## config.mk

```make
export PLATFORM = sky130hd
export DESIGN_NAME = reg_arbiter
export DESIGN_NICKNAME = d
export VERILOG_FILES = /design/src/rtl/reg_arbiter.sv
export SDC_FILE = /design/constraint.sdc
export NUM_CORES = 1
export LEC_CHECK = 0
export ABC_AREA = 1
export CAP_MARGIN = 20
export CORE_MARGIN = 8
export CORE_UTILIZATION = 45
export CTS_BUF_LIST = sky130_fd_sc_hd__clkbuf_8
export DETAILED_ROUTE_END_ITERATION = 8
export PLACE_DENSITY = 0.83
export SYNTH_ARGS = -nofsm -noshare
export SYNTH_HDL_FRONTEND = slang
export SYNTH_SLANG_ARGS = --single-unit
```

## constraint.sdc

```tcl
create_clock -name clock -period 5.9 [get_ports clock]
set_input_delay 1.77 -clock clock [delete_from_list [all_inputs] [get_ports clock]]
set_output_delay 1.77 -clock clock [all_outputs]
set_load 0.02 [all_outputs]
```

## src/rtl/reg_arbiter.sv

```systemverilog
// ---------------------------------------------------------------------------
// reg_arbiter
//
// Purpose:
//   Owns the chip configuration register file (REGCOUNT x 8-bit). It
//   arbitrates single-cycle read/write accesses between two requesters:
//     port A : I2C slave engine
//     port B : parallel-input capture logic
//   The whole file is exported flat on registers_packed for the IO/PWM
//   datapath.
//
// Build option:
//   REG_ARB_ROUND_ROBIN_EN  defined   -> on contention, the port that was
//                                        not granted most recently wins.
//                           undefined -> fixed priority, A wins contention.
//
// Ports:
//   clock             chip clock, all state on posedge
//   reset             synchronous, active-high
//   a_req/a_we/a_addr/a_wdata   port A request (req held until a_gnt)
//   a_gnt/a_rdata               port A grant pulse / read data
//   b_req/b_we/b_addr/b_wdata   port B request (req held until b_gnt)
//   b_gnt/b_rdata               port B grant pulse / read data
//   registers_packed            register i at bits [8i+7:8i]
//
// Timing:
//   The selection and the commit happen in the cycle before the grant. gnt
//   is high for one cycle. In that cycle a write is already visible on
//   registers_packed and read data is presented on X_rdata. X_rdata holds
//   until the next read grant to the same port.
// ---------------------------------------------------------------------------
module reg_arbiter #(
    parameter int REGCOUNT = 16,
    parameter int ADDR_W   = 4
) (
    input  logic                  clock,
    input  logic                  reset,

    input  logic                  a_req,
    input  logic                  a_we,
    input  logic [ADDR_W-1:0]     a_addr,
    input  logic [7:0]            a_wdata,
    output logic                  a_gnt,
    output logic [7:0]            a_rdata,

    input  logic                  b_req,
    input  logic                  b_we,
    input  logic [ADDR_W-1:0]     b_addr,
    input  logic [7:0]            b_wdata,
    output logic                  b_gnt,
    output logic [7:0]            b_rdata,

    output logic [8*REGCOUNT-1:0] registers_packed
);

    // Register count widened by one bit so that REGCOUNT == 2**ADDR_W still
    // compares correctly against an ADDR_W-bit address.
    localparam logic [ADDR_W:0] REG_LIMIT = (ADDR_W+1)'(REGCOUNT);

    // ------------------------------------------------------------------
    // State
    // ------------------------------------------------------------------
    logic [7:0] regs_q [REGCOUNT];

    logic       a_gnt_q,   a_gnt_d;
    logic       b_gnt_q,   b_gnt_d;
    logic [7:0] a_rdata_q, a_rdata_d;
    logic [7:0] b_rdata_q, b_rdata_d;

    // ------------------------------------------------------------------
    // Eligibility: a port that is being granted this cycle still has req
    // high. Masking it with its own gnt keeps it from being granted twice
    // in a row. This bounds every wait to two cycles.
    // ------------------------------------------------------------------
    logic a_elig;
    logic b_elig;

    assign a_elig = a_req & ~a_gnt_q;
    assign b_elig = b_req & ~b_gnt_q;

    logic sel_a;
    logic sel_b;

`ifdef REG_ARB_ROUND_ROBIN_EN
    // 1 = B was the most recent grant. The reset value is 1 so A wins the
    // first contention.
    logic last_b_q, last_b_d;

    always_comb begin
        sel_a = 1'b0;
        sel_b = 1'b0;
        if (a_elig && b_elig) begin
            sel_a = last_b_q;
            sel_b = ~last_b_q;
        end else begin
            sel_a = a_elig;
            sel_b = b_elig;
        end
    end

    // The pointer follows every grant, whether or not there was contention.
    always_comb begin
        last_b_d = last_b_q;
        if (sel_a) begin
            last_b_d = 1'b0;
        end else if (sel_b) begin
            last_b_d = 1'b1;
        end
    end

    always_ff @(posedge clock) begin
        if (reset) begin
            last_b_q <= 1'b1;
        end else begin
            last_b_q <= last_b_d;
        end
    end
`else
    always_comb begin
        sel_a = a_elig;
        sel_b = b_elig & ~a_elig;
    end
`endif

    // ------------------------------------------------------------------
    // Winner mux. At most one of sel_a/sel_b is set.
    // ------------------------------------------------------------------
    logic              win_valid;
    logic              win_we;
    logic [ADDR_W-1:0] win_addr;
    logic [7:0]        win_wdata;
    logic              win_in_range;
    logic [7:0]        win_rd_val;

    always_comb begin
        win_valid = sel_a | sel_b;
        win_we    = sel_b ? b_we    : a_we;
        win_addr  = sel_b ? b_addr  : a_addr;
        win_wdata = sel_b ? b_wdata : a_wdata;
    end

    assign win_in_range = ({1'b0, win_addr} < REG_LIMIT);

    // Out-of-range reads return zero. The array is indexed only when the
    // address is known to be in range.
    always_comb begin
        win_rd_val = 8'h00;
        if (win_in_range) begin
            win_rd_val = regs_q[win_addr];
        end
    end

    // ------------------------------------------------------------------
    // Grant and read-data next state
    // ------------------------------------------------------------------
    always_comb begin
        a_gnt_d   = sel_a;
        b_gnt_d   = sel_b;
        a_rdata_d = a_rdata_q;
        b_rdata_d = b_rdata_q;
        if (sel_a && !a_we) begin
            a_rdata_d = win_rd_val;
        end
        if (sel_b && !b_we) begin
            b_rdata_d = win_rd_val;
        end
    end

    always_ff @(posedge clock) begin
        if (reset) begin
            a_gnt_q   <= 1'b0;
            b_gnt_q   <= 1'b0;
            a_rdata_q <= 8'h00;
            b_rdata_q <= 8'h00;
        end else begin
            a_gnt_q   <= a_gnt_d;
            b_gnt_q   <= b_gnt_d;
            a_rdata_q <= a_rdata_d;
            b_rdata_q <= b_rdata_d;
        end
    end

    // ------------------------------------------------------------------
    // Register file: one flop byte per entry. It is exported in parallel,
    // so it cannot live in block RAM. An out-of-range write address matches
    // no entry and is dropped.
    // ------------------------------------------------------------------
    logic win_write;

    assign win_write = win_valid & win_we;

    generate
        for (genvar gi = 0; gi < REGCOUNT; gi++) begin : g_reg
            logic [7:0] reg_d;
            logic       reg_hit;

            assign reg_hit = win_write && (win_addr == ADDR_W'(gi));

            always_comb begin
                reg_d = regs_q[gi];
                if (reg_hit) begin
                    reg_d = win_wdata;
                end
            end

            always_ff @(posedge clock) begin
                if (reset) begin
                    regs_q[gi] <= 8'h00;
                end else begin
                    regs_q[gi] <= reg_d;
                end
            end

            assign registers_packed[8*gi +: 8] = regs_q[gi];
        end
    endgenerate

    assign a_gnt   = a_gnt_q;
    assign b_gnt   = b_gnt_q;
    assign a_rdata = a_rdata_q;
    assign b_rdata = b_rdata_q;

endmodule

```

==> results of run 1 <==
==> Yosys cell counts (3+ instances only) <==
cell type	count
o21ai_0	16
clkbuf_1	44
nor3_4	4
nand2_1	399
a21oi_1	144
buf_4	6
inv_1	9
mux2_2	8
dfxtp_1	146
nand2_2	3
nand3_1	218
buf_2	30
nor2_2	3
nor2_1	13
==> layer usage <==
metal	up-vias	wire length (µm)
met1	3779	10300
met3	98	3230
li1	3771	-
met4	2	1000
met2	569	12000
met5	-	11
==> layout make-up <==
class,count,area (µm²)
Inverter,11,41.3
Timing Repair Buffer,203,1960
Clock buffer,19,262
Sequential cell,146,2920
Multi-Input combinational cell,814,3700
Clock inverter,13,145
Fill cell,1354,5940
Tap cell,188,235
==> power by group <==
group | internal [W] | leakage (nW) | switching [W] | total [W]
combinational | 0.000114 | 2.17 | 0.000256 | 0.000370
clock | 0.000433 | 0.220 | 0.000380 | 0.000813
sequential | 0.00101 | 1.18 | 0.0000212 | 0.00103
total | 0.00156 | 3.57 | 0.000658 | 0.00221
==> cells in the final DEF, fill, tap and decap left out <==
cell type        count
nor2_1              12
nor3_4               4
nand2_1            399
a21oi_1            144
clkinv_4             2
inv_1               13
o21ai_0             16
nor2_4               1
o21ai_4              1
nand3_2              1
o21ai_1              2
nand2_2              3
bufinv_16            3
nand3_1            217
nor2_2               4
dfxtp_1            146
o21ai_2              1
mux2_2               8
clkdlybuf4s50_1    174
nand2_4              1
clkinvlp_4           1
inv_2                2
buf_4               29
clkbuf_8            19
clkinv_2             3
==> registers in the layout, indices dropped and copies added, names as in the netlist <==
register / count
regs_q: 128
b_gnt: 1
a_rdata: 8
a_gnt: 1
b_rdata: 8
==> worst paths after layout <==
check | from | endpoint | cells after the start
setup / recovery | b_req | regs_q[1][6] | 10
hold reg to reg | regs_q[12][0] | regs_q[12][0] | 2
setup reg to reg | a_gnt | regs_q[1][6] | 9
hold / removal | regs_q[12][0] | regs_q[12][0] | 2
==> worst max-delay path, delay by kind of cell <==
kind            cells  cell delay [ns]
simple gates        7             2.46
compound gates      1             0.08
buf+inv             2             0.51
==> kinds of logic after synthesis <==
family / synth area share, %
AND/OR/NAND/NOR: 39.4
AO/OA/AOI/OAI: 11.9
flip-flops: 41.6
buffers and inverters: 5.83
multiplexers: 1.28
==> metrics by stage <==
| step | power (W) | setup slack, ns | instance area, µm² | cells |
|---|---|---|---|---|
| after floorplan | 0.00127 | 2.74 | 7020 | 1053 |
| after global placement | 0.00141 | 1.12 | 8850 | 1362 |
| after detailed placement | 0.00141 | 1.05 | 8850 | 1362 |
| after CTS | 0.00221 | 1.55 | 9260 | 1394 |
| after global routing | 0.00229 | 1.26 | 9260 | 1394 |
| final | 0.00221 | 1.39 | 9260 | 1394 |
==> results.sh, run 1 <==
export IMPL_drt_iter0_drc=1039
export IMPL_worst_setup_path_end_kind="register"
export IMPL_grt_first_pass_wirelength_mm=41.8
export IMPL_grt_max_degree=72
export IMPL_ioPinCount=176
export IMPL_cp_cell_sequence="clkdlybuf4s50_1 -> inv_1 -> nor2_4 -> nand2_4 -> nand2_2 -> nand2_2 -> nor3_4 -> nand2_1 -> nand2_1 -> a21oi_1"
export IMPL_clkTransAtPathRegs_ns=0.07
export IMPL_drc=0
export IMPL_finalHoldWorstSlack_ns=0.483
export IMPL_power_leakage_nw=3.57
export IMPL_ys_seq_area_share_pct=41.6
export IMPL_area_delta_synth_final_pct=31.9
export IMPL_yosys_warnings=0
export IMPL_start_util_pct=46.2
export IMPL_hold_viol=0
export IMPL_io_buffers=175
export IMPL_grt_pass1_vias=7668
export IMPL_tns_ns=0
export IMPL_routed_wl_mm=26.6
export IMPL_gp_congestion=0.936
export IMPL_layout_drive_gt1_share_pct=6.88
export IMPL_grt_setup_unrepaired="no"
export IMPL_slowest_delay_ns=0.70
export IMPL_ys_top_cells_by_area="dfxtp_1 (42%), nand2_1 (21%), nand3_1 (16%)"
export IMPL_ys_types=21
export IMPL_syn_area_um2=7020
export IMPL_grt_util_met2_pct=40.1
export IMPL_yosysTopAreaCell="dfxtp_1"
export IMPL_grtUsageMet1_pct=33.6
export IMPL_synth_edff_count=0
export IMPL_maxSlewViolCount=0
export IMPL_setup_viol=0
export IMPL_dieWidth_um=141
export IMPL_hold_buffers=0
export IMPL_fin_skew_ns=0.0137
export IMPL_worstSetupPathType="input port to register"
export IMPL_die_h_um=141
export IMPL_diodes=0
export IMPL_arrival_ns=4.82
export IMPL_vias=8219
export IMPL_ctsHtreeMaxLevel=4
export IMPL_dpl_hpwl_mm=18.2
export IMPL_syn_inst=1053
export IMPL_hp_class="register to register"
export IMPL_fmax_mhz=222
export IMPL_worst_pin_slew_ns=0.934
export IMPL_top_usage_layer="met2"
export IMPL_vias_per_cell=5.90
export IMPL_rows=45
export IMPL_critPathSlowestCell="nor3_4"
export IMPL_peakVddDrop_mv=0.140
export IMPL_max_slew_margin_pct=37.3
export IMPL_antenna_found_initial=1
export IMPL_status="finished clean"
export IMPL_post_route_min_period_ns=4.51
export IMPL_firstDrtPassIters=5
export IMPL_core_area_um2=15200
export IMPL_wl_per_cell_um=19.1
export IMPL_syn_nets=1083
export IMPL_clockBufferDepth=2
export IMPL_rrSetupSlack_ns=2.81
export IMPL_required_ns=6.21
export IMPL_root_buffer="clkbuf_8"
export IMPL_startpoint_type="input port"
export IMPL_ctsResizeCount=0
export IMPL_utilization_pct=60.9
export IMPL_synth_top_cell_area_share_pct=41.6
export IMPL_ys_ff_latch=146
export IMPL_use_met3_pct=7.60
export IMPL_numCtsBuffers=17
export IMPL_drv_cap=0
export IMPL_grt_total_usage_pct=26.5
export IMPL_grt_overflow=0
export IMPL_clock_sinks=146
export IMPL_p_per_area_nw_per_um2=239
export IMPL_cts_tree="done"
export IMPL_fin_crit_sh_pct=76.5
export IMPL_cp_max_fo=33
export IMPL_syn_area_per_cell_um2=6.67
export IMPL_async_flop_share_pct=0
export IMPL_ant_nets=0
export IMPL_synthFlopType="dfxtp_1"
export IMPL_post_cts_buffers=0
export IMPL_fp_dieArea_um2=19900
export IMPL_clk_insertion_delay_late_ns=0.47
export IMPL_nNetsFinal=1223
No activity file was read; power rests on OpenSTA's default activity.
==> run 2, diff against run 1 <==
==> constraint.sdc (replaced) <==
create_clock -name clock -period 4.35 [get_ports clock]
set_input_delay 1.305 -clock clock [delete_from_list [all_inputs] [get_ports clock]]
set_output_delay 1.305 -clock clock [all_outputs]
set_load 0.02 [all_outputs]
==> run 2 against run 1 <==
Critical path depth grew 1. Die area is the same. Non-clock buffer count shrank 2. Total power grew 43%. Clock skew shrank 0.0026 ns.
==> results.sh, run 2 (synthesis gave the netlist of run 1 again) <==
export IMPL_stdcell_area_um2=9330
export IMPL_start_util_pct=46.2
export IMPL_hp_class="register to register"
export IMPL_cp_max_fo=34
export IMPL_critPathSlowestCell="clkdlybuf4s50_1"
export IMPL_final_common_cell="nand2_1"
export IMPL_gp_congestion=0.863
export IMPL_nNetsFinal=1221
export IMPL_power_leakage_nw=3.57
export IMPL_drt_iter0_drc=1159
export IMPL_worst_pin_slew_ns=0.879
export IMPL_largest_register="regs_q"
export IMPL_clock_sinks=146
export IMPL_dpl_cell_count=1359
export IMPL_ioPinCount=176
export IMPL_placed_cell_area_um2=8840
export IMPL_core_area_um2=15200
export IMPL_cts_tree="done"
export IMPL_grt_total_usage_pct=25.6
export IMPL_layout_drive_gt1_share_pct=7.06
export IMPL_io_buffers=175
export IMPL_antenna_found_initial=0
export IMPL_maxSlewViolCount=0
export IMPL_dpl_hpwl_mm=17.5
export IMPL_ctsResizeCount=0
export IMPL_ctsHtreeMaxLevel=4
export IMPL_dieWidth_um=141
export IMPL_required_ns=4.68
export IMPL_fp_dieArea_um2=19900
export IMPL_nFillCells=1377
export IMPL_layoutNonFillerInstCount=1392
export IMPL_clk_insertion_delay_late_ns=0.48
export IMPL_startpoint_type="input port"
export IMPL_worst_setup_path_end_kind="register"
export IMPL_crit_top_cell="nand2_1"
export IMPL_p_per_area_nw_per_um2=340
export IMPL_wl_per_cell_um=18.7
export IMPL_root_buffer="clkbuf_8"
export IMPL_status="finished clean"
export IMPL_worstSetupPathType="input port to register"
export IMPL_fin_crit_sh_pct=77.4
export IMPL_tns_ns=0
export IMPL_hold_viol=0
export IMPL_largest_reg_flops=128
export IMPL_clkTransAtPathRegs_ns=0.08
export IMPL_grt_overflow=0
export IMPL_rows=45
export IMPL_peakVddDrop_mv=0.212
export IMPL_final_cell_mix="nand2_1 (399), nand3_1 (217), clkdlybuf4s50_1 (174), dfxtp_1 (146), a21oi_1 (144)"
export IMPL_numCtsBuffers=17
export IMPL_post_route_min_period_ns=3.36
export IMPL_max_slew_margin_pct=41.2
export IMPL_clockBufferDepth=2
export IMPL_drv_cap=0
export IMPL_grt_first_pass_wirelength_mm=40.3
export IMPL_pre_cts_ws_ns=0.175
export IMPL_worst_slack_ns=0.985
export IMPL_grt_max_degree=60
export IMPL_die_h_um=141
export IMPL_slowest_delay_ns=0.47
export IMPL_setup_viol=0
export IMPL_vias_per_cell=5.87
export IMPL_area_delta_synth_final_pct=32.9
export IMPL_finalHoldWorstSlack_ns=0.484
export IMPL_diodes=0
export IMPL_arrival_ns=3.70
export IMPL_fmax_mhz=297
export IMPL_fin_skew_ns=0.0111
export IMPL_cp_cell_sequence="clkdlybuf4s50_1 -> nand2_2 -> nand2_4 -> nand2_1 -> o21ai_4 -> inv_2 -> nor3_4 -> buf_4 -> nand2_1 -> nand2_1 -> a21oi_1"
export IMPL_grt_pass1_vias=7465
export IMPL_grt_setup_unrepaired="no"
export IMPL_ant_nets=0
export IMPL_hold_buffers=0
export IMPL_routed_wl_mm=26.1
export IMPL_post_cts_buffers=0
export IMPL_drc=0
export IMPL_firstDrtPassIters=6
export IMPL_vias=8170
run 2: changes by cell type in the layout (fill, tap and decap cells not counted), moves of 2 or more:
cell	change
clkinvlp_4	+3
inv_1	-4
clkbuf_8	-2
buf_4	-4
bufinv_16	+3
run 2: final cells by class:
cell class	count	area (µm²)	share of cell area, %
inverter	11	41.3	0.442
sequential	146	2920	31.3
multi-input combinational	814	3700	39.6
clock inverter	15	239	2.56
clock buffer	17	234	2.51
timing repair buffer	201	1960	21.0
tap	188	235	2.52
run 2: worst paths after layout:
| check | start | end | slack [ns] | cells past startpoint |
|---|---|---|---|---|
| setup / recovery | a_req | regs_q[5][1] | 0.99 | 11 |
| setup reg to reg | a_gnt | regs_q[5][1] | 1.92 | 11 |
| hold / removal | regs_q[6][6] | regs_q[6][6] | 0.48 | 2 |
| hold reg to reg | regs_q[6][6] | regs_q[6][6] | 0.48 | 2 |
run 2: worst max-delay path: cells and delay by family:
| kind | cells | cell delay [ns] |
|---|---|---|
| AO/OA/AOI/OAI | 2 | 0.20 |
| buffers and inverters | 3 | 1.05 |
| AND/OR/NAND/NOR | 6 | 1.13 |
run 2: per-stage QoR:
step	power, W	utilization, %
after global routing	0.00326	61.4
after floorplan	0.00172	-
final	0.00317	61.4
after detailed placement	0.00191	58.2
after CTS	0.00316	61.3
after global placement	0.00191	58.2
run 2: report_power, final:
part	total [W]	internal [W]	leakage (nW)	switching, W
Clock	0.00128	0.000735	0.227	0.000541
Sequential	0.00140	0.00137	1.18	0.0000275
Combinational	0.000502	0.000154	2.16	0.000348
run 2: per-layer routing:
| layer | wire length [µm] | vias up | share of wire [%] | GRT usage (%) |
|---|---|---|---|---|
| met5 | 0 | - | 0 | 0 |
| met4 | 819 | 0 | 3.1 | 12.1 |
| met3 | 3060 | 61 | 12 | 6.48 |
| met2 | 11800 | 555 | 45 | 39.0 |
| met1 | 10400 | 3775 | 40 | 33.3 |
| li1 | - | 3779 | - | - |
==> run 3, diff against run 2 <==
--- a/config.mk
+++ b/config.mk
@@ -11,7 +11,7 @@
 export CORE_UTILIZATION = 45
 export CTS_BUF_LIST = sky130_fd_sc_hd__clkbuf_8
 export DETAILED_ROUTE_END_ITERATION = 8
-export PLACE_DENSITY = 0.83
+export PLACE_DENSITY = 0.86
 export SYNTH_ARGS = -nofsm -noshare
 export SYNTH_HDL_FRONTEND = slang
 export SYNTH_SLANG_ARGS = --single-unit
==> constraint.sdc (replaced) <==
create_clock -name clock -period 2.75 [get_ports clock]
set_input_delay 0.825 -clock clock [delete_from_list [all_inputs] [get_ports clock]]
set_output_delay 0.825 -clock clock [all_outputs]
set_load 0.02 [all_outputs]
==> run 3 against run 2 <==
Flip-flop and latch count unchanged. Clock skew increased by 0.0043 ns. Total power increased by 52%. Global-route usage increased by 1.0 points. Register-to-register slack got worse by 1.4 ns. Worst setup slack got worse by 0.89 ns. Die area unchanged.
==> results.sh, run 3 (synthesis gave the netlist of run 1 again) <==
export IMPL_status="finished clean"
export IMPL_slowest_delay_ns=0.45
export IMPL_grt_first_pass_wirelength_mm=42.1
export IMPL_drc=0
export IMPL_cp_top_family="buffers and inverters"
export IMPL_worst_setup_path_end_kind="register"
export IMPL_layoutNonFillerInstCount=1455
export IMPL_required_ns=3.08
export IMPL_wl_per_cell_um=18.5
export IMPL_p_per_area_nw_per_um2=485
export IMPL_hold_buffers=0
export IMPL_maxSlewViolCount=0
export IMPL_gp_congestion=0.919
export IMPL_startpoint_type="input port"
export IMPL_hold_viol=0
export IMPL_diodes=0
export IMPL_grt_total_usage_pct=26.6
export IMPL_grt_setup_unrepaired="no"
export IMPL_worst_pin_slew_ns=0.684
export IMPL_grt_overflow=0
export IMPL_ant_nets=0
export IMPL_grt_max_degree=131
export IMPL_critPathSlowestCell="clkdlybuf4s50_1"
export IMPL_drv_cap=0
export IMPL_dpl_cell_count=1420
export IMPL_largest_register="regs_q"
export IMPL_ioPinCount=176
export IMPL_post_route_min_period_ns=2.65
export IMPL_pre_cts_ws_ns=-0.482
export IMPL_rows=45
export IMPL_io_buffers=175
export IMPL_numCtsBuffers=17
export IMPL_hp_class="register to register"
export IMPL_layout_drive_gt1_share_pct=11.8
export IMPL_clock_sinks=146
export IMPL_fp_dieArea_um2=19900
export IMPL_clk_insertion_delay_late_ns=0.48
export IMPL_arrival_ns=2.98
export IMPL_max_slew_margin_pct=54.4
export IMPL_vias_per_cell=5.82
export IMPL_largest_reg_flops=128
export IMPL_cp_max_fo=18
export IMPL_die_h_um=141
export IMPL_nNetsFinal=1285
export IMPL_cp_cell_sequence="clkdlybuf4s50_1 -> inv_1 -> nor2_4 -> nand2_4 -> buf_4 -> o21ai_4 -> inv_2 -> buf_12 -> nor3_4 -> buf_4 -> nand2_1 -> nand2_1 -> a21oi_1"
export IMPL_worstSetupPathType="input port to register"
export IMPL_root_buffer="clkbuf_8"
export IMPL_vias=8462
export IMPL_cts_tree="done"
export IMPL_area_delta_synth_final_pct=41.7
export IMPL_dieWidth_um=141
export IMPL_setup_viol=0
export IMPL_routed_wl_mm=27.0
export IMPL_final_common_cell="nand2_1"
export IMPL_fin_crit_sh_pct=96.5
export IMPL_final_cell_mix="nand2_1 (398), nand3_1 (217), clkdlybuf4s50_1 (174), dfxtp_1 (146), a21oi_1 (144)"
export IMPL_ctsHtreeMaxLevel=4
export IMPL_clkTransAtPathRegs_ns=0.08
export IMPL_firstDrtPassIters=6
export IMPL_fmax_mhz=377
export IMPL_power_leakage_nw=3.93
export IMPL_peakVddDrop_mv=0.338
export IMPL_grt_pass1_vias=7910
export IMPL_drt_iter0_drc=1217
export IMPL_worst_slack_ns=0.0973
export IMPL_clockBufferDepth=2
export IMPL_dpl_hpwl_mm=19.2
export IMPL_antenna_found_initial=0
export IMPL_start_util_pct=46.2
export IMPL_core_area_um2=15200
export IMPL_fin_skew_ns=0.0154
export IMPL_cp_num_buf_inv=6
-- run 3: changes by cell type in the layout (fill, tap and decap cells not counted), sizes merged --
cell      change
clkinvlp      -2
bufinv        -4
inv           +1
buf          +64
clkinv        +4
-- run 3: path summary, 6_finish.rpt --
kind	start	to	slack, ns	cells after the start
worst max-delay path	b_req	regs_q[12][3]	0.1	13
worst min-delay path	regs_q[8][6]	regs_q[8][6]	0.48	2
worst max register to register	b_gnt	regs_q[12][3]	0.56	11
worst min register to register	regs_q[8][6]	regs_q[8][6]	0.48	2
-- run 3: tightest hold or removal path, stage by stage, from the launching register on --
cell	delay [ns]
dfxtp_1	0.33
nand2_1	0.06
a21oi_1	0.05
-- run 3: timing repair --
action                     in CTS  in global routing
setup endpoints to repair       1                  4
pin swaps                       1                  0
resized for setup               0                  1
setup buffers                   4                  0
-- run 3: layout make-up --
| type | count | area, µm² |
|---|---|---|
| clock buffer | 17 | 234 |
| clock inverter | 14 | 140 |
| fill | 1279 | 5260 |
| inverter | 11 | 41.3 |
| multi-input combinational | 814 | 3700 |
| sequential | 146 | 2920 |
| tap | 188 | 235 |
| timing repair buffer | 265 | 2680 |
-- run 3: through the flow --
step	utilization, %	cell area, µm²	power, W	TNS, ns	hold slack, ns
final	65.4	9950	0.00482	0	0.483
after global routing	65.4	9950	0.00497	0	0.506
after CTS	65.4	9940	0.00480	0	0.483
after detailed placement	62.8	9540	0.00319	-43.90	0.471
after global placement	62.8	9540	0.00318	-35.74	0.463
after floorplan	-	7020	0.00272	0	0.553
-- run 3: routing by layer --
layer / vias to the layer above / GRT usage [%] / part of all wire (%)
met2: 620 / 42.4 / 45
li1: 3900 / - / -
met4: 0 / 11.4 / 3.1
met5: - / 0 / 0
met1: 3859 / 33.5 / 39
met3: 83 / 6.79 / 13
-- run 3: power by group --
part           total, W  switching (W)  internal, W
clock network   0.00164       0.000850     0.000794
logic          0.000969       0.000582     0.000387
registers       0.00221      0.0000452      0.00216
total           0.00482        0.00148      0.00335
==> edit 1: new RTL, flow settings as in run 3 <==
Change the parameter `ADDR_W` from 4 to 5.
--- a/src/rtl/reg_arbiter.sv
+++ b/src/rtl/reg_arbiter.sv
@@ -31,7 +31,7 @@
 // ---------------------------------------------------------------------------
 module reg_arbiter #(
     parameter int REGCOUNT = 16,
-    parameter int ADDR_W   = 4
+    parameter int ADDR_W   = 5
 ) (
     input  logic                  clock,
     input  logic                  reset,
Ports: changed (resized a_addr and b_addr); port bits go from 176 to 178. No check against the original RTL was run, so the function may have changed too.
==> edit 1 against run 3 <==
Register-to-register slack gained 0.07 ns. Routed wire length shrank 12%. Area after synthesis shrank 2.4%. Worst hold slack lost 0.026 ns. Total power shrank 3.9%. Clock skew shrank 0.0072 ns. Sequential cell count is the same. Cell area shrank 5.2%. Global-route usage shrank 2.4 points. Worst setup slack gained 0.0081 ns.
==> edit 1: results (changes against run 3) <==
- Outcome: completed
- Clk_lat worst skew: 0.45 ns (-0.03 ns)
- Worst r2r path cells: 11 (unchanged)
- Initial antenna violation count: 1 (+1)
- Data required, critical path: 3.07 ns (about the same)
- Placer Congestion: 0.894 (-2.7%)
- Leakage: 3.80 nW (-3.3%)
- Ys flop type: dfxtp_1
- DR WL met3: 1920 um (-45%)
- Met1 WL: 9290 um (-11%)
- Worst min path class: reg -> reg
- Crit Path Max Fanout: 16 (-2)
- GRT Overall Usage: 24.2% (-2.4 points)
- Routed length on met2: 11,900 um (-2.9%)
- Largest stage delay on the critical path: 0.46 ns
- H-tree depth: 4 (unchanged)
- Setup repair bufs after CTS: 0 (-4)
- Syn_nets: 1,051 (-3.0%)
- Layout cells sized above 1: 9.77% (-2.0 points)
- PortBufs: 177 (+1.1%)
- R2R setup slack: 0.63 ns (+0.07 ns)
- Diode count: 0 (unchanged)
- DR vias: 7,446 (-12%)
- Pin count of the biggest net entering global routing: 69 (-47%)
- Final wirelength: 23,900 um (-12%)
- Dominant cells by area after synthesis: dfxtp_1 43%, nand2_1 17%, a21oi_1 11%, o21ai_0 10%, inv_1 5.9%
- HPWL after DPL: 17,100 um (-11%)
- Drt initial violations: 778 (-36%)
- Largest register FFs: 128 (unchanged)
- Critical Path Source: b_req
- Number of global-route vias before repair: 7,077 (-11%)
- Slew HR: 67.2% (+13 points)
- Clk slew on worst S/H paths: 0.08 ns (about the same)
- Sequential element share of the synthesized area: 42.7% (+1.0 points)
- Final-stage net count: 1,238 (-3.7%)
- First-pass GRT wire length: 37,600 um (-11%)
- CP endpoint: a_rdata[6]$_SDFFE_PP0P_
- Max VDD drop: 0.000283 V (-16%)
- FFs w/ async S/R, synth: 0% (unchanged)
- Most frequent cells after synthesis: 309 x nand2_1, 151 x a21oi_1, 146 x dfxtp_1
- Data arrival time of the worst path: 2.97 ns (about the same)
- Critical R2R Launch: b_gnt$_SDFF_PP0_
- Max clock buf depth: 2 (unchanged)
- Clk_skew: 0.00821 ns (-0.00724 ns)
- Max layer used: met5
- Fill cells: 1,317 (+3.0%)
- Initial DRT Pass Iterations: 5 (-1)
[edit 1: cell types whose count changed after synthesis, sizes merged, moves of 7 or more]
cell / change
buf: -7
nand3: -169
nand2: -81
o21ai: +125
clkbuf: -7
a21oi: +7
inv: +98
[edit 1: worst min path at each step]
stage / startpoint / end / slack, ns / cells after the start
finish: regs_q[2][4]$_SDFFE_PP0P_ / regs_q[2][4]$_SDFFE_PP0P_ / 0.46 / 2
global route: regs_q[2][4]$_SDFFE_PP0P_ / regs_q[2][4]$_SDFFE_PP0P_ / 0.48 / 2
CTS: regs_q[2][4]$_SDFFE_PP0P_ / regs_q[2][4]$_SDFFE_PP0P_ / 0.46 / 2
detailed placement: regs_q[2][4]$_SDFFE_PP0P_ / regs_q[2][4]$_SDFFE_PP0P_ / 0.45 / 2
global placement: regs_q[2][7]$_SDFFE_PP0P_ / regs_q[2][7]$_SDFFE_PP0P_ / 0.44 / 2
floorplan: regs_q[2][0]$_SDFFE_PP0P_ / regs_q[2][0]$_SDFFE_PP0P_ / 0.53 / 2
[edit 1: final cells by class]
| type | count | area (um2) | share of cell area, % |
|---|---|---|---|
| multi-input cells | 696 | 3210 | 34.0 |
| flip-flops and latches | 146 | 2920 | 31.0 |
| well taps | 188 | 235 | 2.49 |
| inverters | 109 | 409 | 4.34 |
| clock buffers | 23 | 317 | 3.36 |
| repair buffers | 236 | 2300 | 24.4 |
| clock inverters | 8 | 36.3 | 0.385 |
[edit 1: per-layer routing]
layer	track usage [%]	vias up
met5	0	-
met4	10.6	2
met3	6.53	57
met2	42.1	333
met1	27.2	3410
li1	-	3644
[edit 1: worst max-delay path, delay by kind of cell]
kind            cells  cell delay, ns
compound gates      3            0.74
buf+inv             4            0.87
simple gates        6            0.54
[edit 1: repair_timing]
action | in CTS | in global routing
endpoints found under the setup margin | 0 | 8
hold buffers | 0 | 0
gates resized for setup | 0 | 3
[edit 1: logic make-up (layout without fill, tap and decap cells)]
group	Yosys count	in the layout	synth area share, %
simple gates	391	391	23.3
compound gates	296	296	21.7
buf+inv	177	376	10.7
flops	146	146	42.7
mux	9	9	1.64
[edit 1: power breakdown]
part           leakage [nW]  switching, mW  internal (mW)
registers              1.18         0.0289           2.16
clock network         0.201          0.782          0.746
logic                  2.42          0.575          0.345
[edit 1: per-stage QoR]
step | setup TNS (ns) | instance area (um2) | setup WS (ns) | utilization (%) | cells
finish | 0 | 9430 | 0.105 | 62.7 | 1406
global route | 0 | 9430 | 0.00290 | 62.7 | 1406
CTS | 0 | 9420 | 0.146 | 62.7 | 1406
detailed placement | -27.07 | 9070 | -0.321 | 60.3 | 1375
global placement | -20.89 | 9070 | -0.259 | 60.3 | 1375
floorplan | 0 | 6850 | 0.433 | - | 1019
==> edit 2: new RTL, config.mk and constraints of run 3 <==
Without the edit above. `b_rdata_q` no longer has a reset.
--- a/src/rtl/reg_arbiter.sv
+++ b/src/rtl/reg_arbiter.sv
@@ -171,13 +171,15 @@
             a_gnt_q   <= 1'b0;
             b_gnt_q   <= 1'b0;
             a_rdata_q <= 8'h00;
-            b_rdata_q <= 8'h00;
         end else begin
             a_gnt_q   <= a_gnt_d;
             b_gnt_q   <= b_gnt_d;
             a_rdata_q <= a_rdata_d;
-            b_rdata_q <= b_rdata_d;
-        end
+        end
+    end
+
+    always_ff @(posedge clock) begin
+        b_rdata_q <= b_rdata_d;
     end
 
     // ------------------------------------------------------------------
Function: differs if reset is asserted again (counterexample within 4 cycles, from zero or initial values and one cycle with reset high); with reset held inactive, the same outputs for 4 cycles.
==> edit 2 against run 3 <==
Sequential cell count unchanged. Total power increased by 2.1%. Routed wire length increased by 0.99%. Area after synthesis decreased by 0.12%. Cell count decreased by 1.4%. Worst setup slack got worse by 0.027 ns. Count of clock-buffer cells in the layout increased by 2. Clock power increased by 7%. Cell area about the same.
==> edit 2: results (changes against run 3) <==
- Most frequent cells after synthesis: 400 x nand2_1, 218 x nand3_1, 138 x dfxtp_1
- Reg2reg end: regs_q[3][0]$_SDFFE_PP0P_
- Layout cells sized above 1: 10.7% (-1.1 points)
- Clk_lat worst skew: 0.46 ns (-0.02 ns)
- Pre-CTS setup slack: -0.349 ns (+0.133 ns)
- Comb group: 0.952 mW (-2%)
- DR vias: 8,399 (-0.74%)
- First-pass GRT wire length: 42,800 um (+1.7%)
- Vias/cell: 5.85 (+0.64%)
- Placed insts: 1,403 (-1.2%)
- Worst min-delay path startpoint: regs_q[4][2]$_SDFFE_PP0P_
- Sequential element share of the synthesized area: 42.8% (+1.2 points)
- Outcome: completed
- Switching portion of total power: 29.3% (-1.3 points)
- Data required, critical path: 3.06 ns (-0.02 ns)
- HPWL after DPL: 19,200 um (-0.19%)
- Sequential group share of total power: 45.2% (-0.6 points)
- Worst Hold End: regs_q[4][2]$_SDFFE_PP0P_
- Placer Congestion: 0.934 (+1.7%)
- Avg Cell Area, Syn: 6.72 um2 (+0.83%)
- Post-synth cell types: 20 (-4.8%)
- Pin count of the biggest net entering global routing: 62 (-53%)
- Slew HR: 55.3% (+0.90 points)
- Clk_skew: 0.0102 ns (-0.00528 ns)
- Syn_nets: 1,073 (-0.92%)
- Leakage: 3.97 nW (+1.1%)
- Crit Path Max Fanout: 25 (+7)
- Tmin final: 2.68 ns (+0.0273 ns)
## edit 2: cell types whose count changed in the layout (fill, tap and decap cells not counted), sizes merged
cell | run 3 | this run
a21oi | 144 | 136
buf | 91 | 78
bufinv | 2 | 3
clkbuf | 17 | 19
clkinv | 9 | 6
dfxtp | 146 | 138
edfxtp | 0 | 8
inv | 12 | 21
o21ai | 20 | 12
## edit 2: cells by family after synthesis
group                  after synthesis  share of synthesized area, %
and+or+nand+nor                    642                          39.4
AOI/OAI and AO/OA                  148                          10.7
DFF                                146                          42.8
buffers and inverters               99                          5.80
muxes                                8                          1.28
## edit 2: layout make-up
class / instances / area, um2 / area share [%]
sequential: 146 / 3000 / 30.2
timing repair buffer: 252 / 2630 / 26.4
clock inverter: 13 / 143 / 1.43
clock buffer: 19 / 262 / 2.63
multi-input combinational: 798 / 3610 / 36.3
inverter: 19 / 71.3 / 0.717
tap: 188 / 235 / 2.36
## edit 2: critical path, cell delays in order
cell and delay, ns:
clkdlybuf4s50_1 0.46, inv_1 0.06, nor2_4 0.15, nand2_4 0.09
buf_4 0.18, o21ai_1 0.23, buf_4 0.18, inv_2 0.04
nor2_2 0.12, buf_12 0.19, nand2_1 0.23, nand2_1 0.15
a21oi_1 0.08
## edit 2: metal layers
layer / track usage, % / wire length (um) / vias up
met2: 44.6 / 12900 / 665
li1: - / - / 3833
met1: 32.2 / 9880 / 3797
met3: 6.62 / 3390 / 104
met4: 13.9 / 1050 / 0
met5: 0 / 0 / -
## edit 2: metrics by stage
step                      instance area, um2  setup TNS [ns]  hold WS [ns]  utilization [%]
final                                   9950               0         0.484             65.5
after global placement                  9550          -30.68         0.465             62.8
after CTS                               9950               0         0.486             65.5
after detailed placement                9550          -38.65         0.473             62.8
after global routing                    9950               0         0.504             65.5
after floorplan                         7010               0         0.553                -
